## config.mk

```make
export PLATFORM = sky130hd
export DESIGN_NAME = register32
export DESIGN_NICKNAME = d
export VERILOG_FILES = /design/src/rtl/register32.sv
export SDC_FILE = /design/constraint.sdc
export NUM_CORES = 1
export LEC_CHECK = 0
export ABC_AREA = 1
export BUFFER_PORTS_ARGS = -buffer_cell sky130_fd_sc_hd__clkbuf_2
export CAP_MARGIN = 20
export CORE_UTILIZATION = 36
export DETAILED_ROUTE_END_ITERATION = 7
export PLACE_DENSITY = 0.75
export SLEW_MARGIN = 5
export SYNTH_ARGS = -nofsm -noshare
export SYNTH_HDL_FRONTEND = slang
export SYNTH_SLANG_ARGS = --single-unit
export TNS_END_PERCENT = 5
```

## constraint.sdc

```tcl
create_clock -name clk -period 0.8 [get_ports clk]
set_input_delay 0.08 -clock clk [delete_from_list [all_inputs] [get_ports clk]]
set_output_delay 0.08 -clock clk [all_outputs]
set_load 0.01 [all_outputs]
```

## src/rtl/register32.sv

```systemverilog
// ---------------------------------------------------------------------------
// register32 - parallel-load, edge-triggered data register
//
// Captures a WIDTH-bit word on every rising clk edge and holds it until the
// next edge. Each bit is its own D flip-flop, and all bits share one clock
// and one reset.
//
// Optional feature macro: REGISTER32_LOAD_EN
//   undefined (default) : q loads d on every rising edge
//   defined             : adds input en; q loads d only when en=1, holds
//                         otherwise. Reset ignores en.
//
// Parameters
//   WIDTH      number of stored bits (1..64), default 32
//   RST_VALUE  value forced onto q while reset_n is low
//
// Ports
//   clk      in   1      rising-edge clock
//   reset_n  in   1      asynchronous reset, active low
//   d        in   WIDTH  data to capture
//   en       in   1      load enable (REGISTER32_LOAD_EN builds only)
//   q        out  WIDTH  stored data, driven straight from the flops
// ---------------------------------------------------------------------------
module register32 #(
  parameter int               WIDTH     = 32,
  parameter logic [WIDTH-1:0] RST_VALUE = '0
) (
  input  logic             clk,
  input  logic             reset_n,
`ifdef REGISTER32_LOAD_EN
  input  logic             en,
`endif
  input  logic [WIDTH-1:0] d,
  output logic [WIDTH-1:0] q
);

  logic [WIDTH-1:0] q_reg;
  logic [WIDTH-1:0] q_next;

`ifdef REGISTER32_LOAD_EN
  // Hold is a mux back onto the flop input, so the clock is never gated.
  assign q_next = en ? d : q_reg;
`else
  assign q_next = d;
`endif

  // One flop per bit. Bit gi depends only on bit gi of d, so there is no
  // path between bits.
  genvar gi;
  generate
    for (gi = 0; gi < WIDTH; gi++) begin : g_bit
      always_ff @(posedge clk or negedge reset_n) begin
        if (!reset_n) begin
          q_reg[gi] <= RST_VALUE[gi];
        end else begin
          q_reg[gi] <= q_next[gi];
        end
      end
    end
  endgenerate

  assign q = q_reg;

endmodule

```

After elaboration in Yosys (flattened, before gate mapping)
Cells that the tools add are included.
{ "word_totals": {"register_bits": 32, "wordCells": 32, "input_bits": 34} }

Longest topological paths before layout
{ "depth": {"ltp_word": 0, "ltp_mapped": 0, "depth_no_buf": 0} }

Worst setup path before layout
OpenSTA, ideal clock, no wires.
{ "synth_path": {"path_kind": "reg-to-output", "from": "reg q_reg[0], in the netlist q[0]", "to": "out q[0]", "path_slack_ns": 0.344, "path_stages_with_launch": 1, "t_required_ns": 0.720, "t_arrival_ns": 0.376, "path_cell_list": "dfrtp_1"} }
{ "synth_lines": {"columns": ["item", "line", "source"], "rows": [
  ["start, declared", "37", "logic [WIDTH-1:0] q_reg;"],
  ["start signal, assigned by index", "54", "q_reg[gi] <= RST_VALUE[gi];"],
  ["start signal, assigned by index", "56", "q_reg[gi] <= q_next[gi];"],
  ["end, declared", "34", "output logic [WIDTH-1:0] q"]
]} }
No word-level cell between the ends.

Worst setup path in the final report
{ "layout_path": {"from": "reg q_reg[7], in the netlist q[7]", "to": "out q[7]"} }
No word-level cell between the ends.

==> impl_metrics.yaml <==
drt:
  drt_iter0_drc: 1
  drt_pass1_iterations: 2
  routed.top_layer: "met4"
  wire_per_inst_um: 11.78
  wl_mm: 1.956
  ant_nets: 0
  dr_wl_met3_um: 125
  routed-via-count: 670
  via_per_inst: 4.036
  drcViolationCount: 0
  met2WireLength_mm: 1.143
  met1_length_um: 624
critical_path:
  cp_max_fo: 1
  slowest_delay_ns: 0.39
  endpoint_kind: "output pin"
  start_kind: "register"
  crit_type: "reg2out"
  crit_chain: "clkbuf_2"
  critical_path.top_delay_family: "flip-flops"
  crit_slowest_cell: "dfrtp_1"
  cp.required_ns: 0.72
  cp.arrival_ns: 0.84
  critPathBufInv: 1
clock_network:
  cts_htree_levels: 2
  cts_tree: "done"
  numCtsBuffers: 5
  clockBufferDepth: 2
  clkSlewWorstSetupHoldPaths_ns: 0.09
  postCtsSetupRepairBufs: 0
  cts_sinks: 32
  root_buffer: "clkbuf_4"
floorplan:
  core_mm2: 0.002022
  rows: 16
  die_area_mm2: 0.002417
  die_w_um: 49.17
  ioPinCount: 66
  initial_utilization_pct: 39.60
  die_h_um: 49.17
outcome:
  violations: "setup timing"
  status: "finished with violations"
logic_synthesis:
  ys_types: 1
  yosys.area.top_type_share_pct: 100.0
  ys_seq_elements: 32
  syn_area_um2: 800.8
  synth_top_area_cell: "dfrtp_1"
  yosys_warnings: 0
  ys_seq_area_share_pct: 100.0
  synthCells: 32
  ys_top_cells_by_area: "dfrtp_1"
  synthesis.nets: 66
  post_synth.cell_area_avg_um2: 25.02
finish:
  multi_input_area_um2: 0
  utilization_pct: 77.60
  n_antenna_cell: 0
  syn_to_final_growth_pct: 95.94
  drive_gt1_share_pct: 51.80
  design_area_mm2: 0.001569
  multi_input_cells: 0
  final_cell_mix: "clkbuf_2, dlygate4sd3_1, dfrtp_1, clkbuf_4, clkbuf_1"
  final_common_cell: "clkbuf_2"
  largest_reg_flops: 32
  fin_cells: 166
  fin_nets: 172
grt:
  grt_pass1_vias: 716
  grt_usage_pct: 18.22
  grt_max_degree: 33
  grt_overflow: 0
  grt_pass1_wl_mm: 2.994
  grt_antenna_before_repair: 0
flow_run:
  drv_cap: 0
sta:
  fin_ws_ns: -0.1210
  tightest_slew_ns: 0.1601
  fin_tns_setup_ns: -2.855
  post-route-min-period_ns: 0.9210
  max_freq_ghz: 1.086
  drv_slew: 0
  hold_viol: 0
  period_share_pct: 115.1
  hold-worst-slack_ns: 0.2697
  setup_viol: 32
  rsz0062_at_grt: "true"
  maxSlewHeadroom_pct: 89.32
pwr:
  p_per_area_mw_per_mm2: 1918
  vdd_drop_max_mv: 1.496
  power.leakage_nw: 0.8226
placement:
  dpl.hpwl_mm: 1.201
  post-place-cells: 125
  placed_area_mm2: 0.001180
  routabilityCongestion: 0.6338
  port_buffers: 65
worst_hold_path:
  holdCritPathClass: "in2async"
## cell families after synthesis
group	after synthesis	synth area share, %
flip-flops	32	100.0
## report_power, final
| group | switching [mW] | total [mW] | internal [mW] |
|---|---|---|---|
| sequential | 0.0226 | 1.72 | 1.70 |
| combinational | 0.149 | 0.373 | 0.224 |
| clock | 0.483 | 0.916 | 0.433 |
## routing by layer
layer  global-route usage (%)  up-vias
li1                         -      310
met1                    13.38      320
met2                    35.62       34
met3                    7.165        6
met4                    13.24        0
met5                        0        -
## synthesized netlist by cell type
library cell	count
dfrtp_1	32
## per-stage QoR
| stage | power, mW | setup WS [ns] |
|---|---|---|
| finish | 3.009 | -0.1210 |
| detailed placement | 2.000 | 0.2443 |
| floorplan | 1.798 | 0.3444 |
| CTS | 3.054 | -0.1261 |
| global placement | 1.991 | 0.2495 |
| global route | 3.156 | -0.1577 |
## timing repair
| action | in CTS | in global routing |
|---|---|---|
| gates cloned | 0 | 0 |
| setup endpoints to repair | 32 | 32 |
| resized for setup | 0 | 0 |
| hold endpoints to repair | 64 | 0 |
| hold buffers | 33 | 0 |
## path summary, 6_finish.rpt
check | from | end | slack (ns) | depth (start not counted)
setup / recovery | q[7] | q[7] | -0.12 | 1
hold / removal | reset_n | q[15] | 0.27 | 3
max in group asynchronous | reset_n | q[14] | 0.37 | 3
min in group clk | d[11] | q[11] | 0.40 | 2
## cell type report
cell class,instances,area [um2]
Clock buffer,8,58.81
Timing Repair Buffer,99,675.6
Fill cell,125,452.9
Tap cell,27,33.78
Sequential cell,32,800.8
Power figures use the tool's default switching activity.
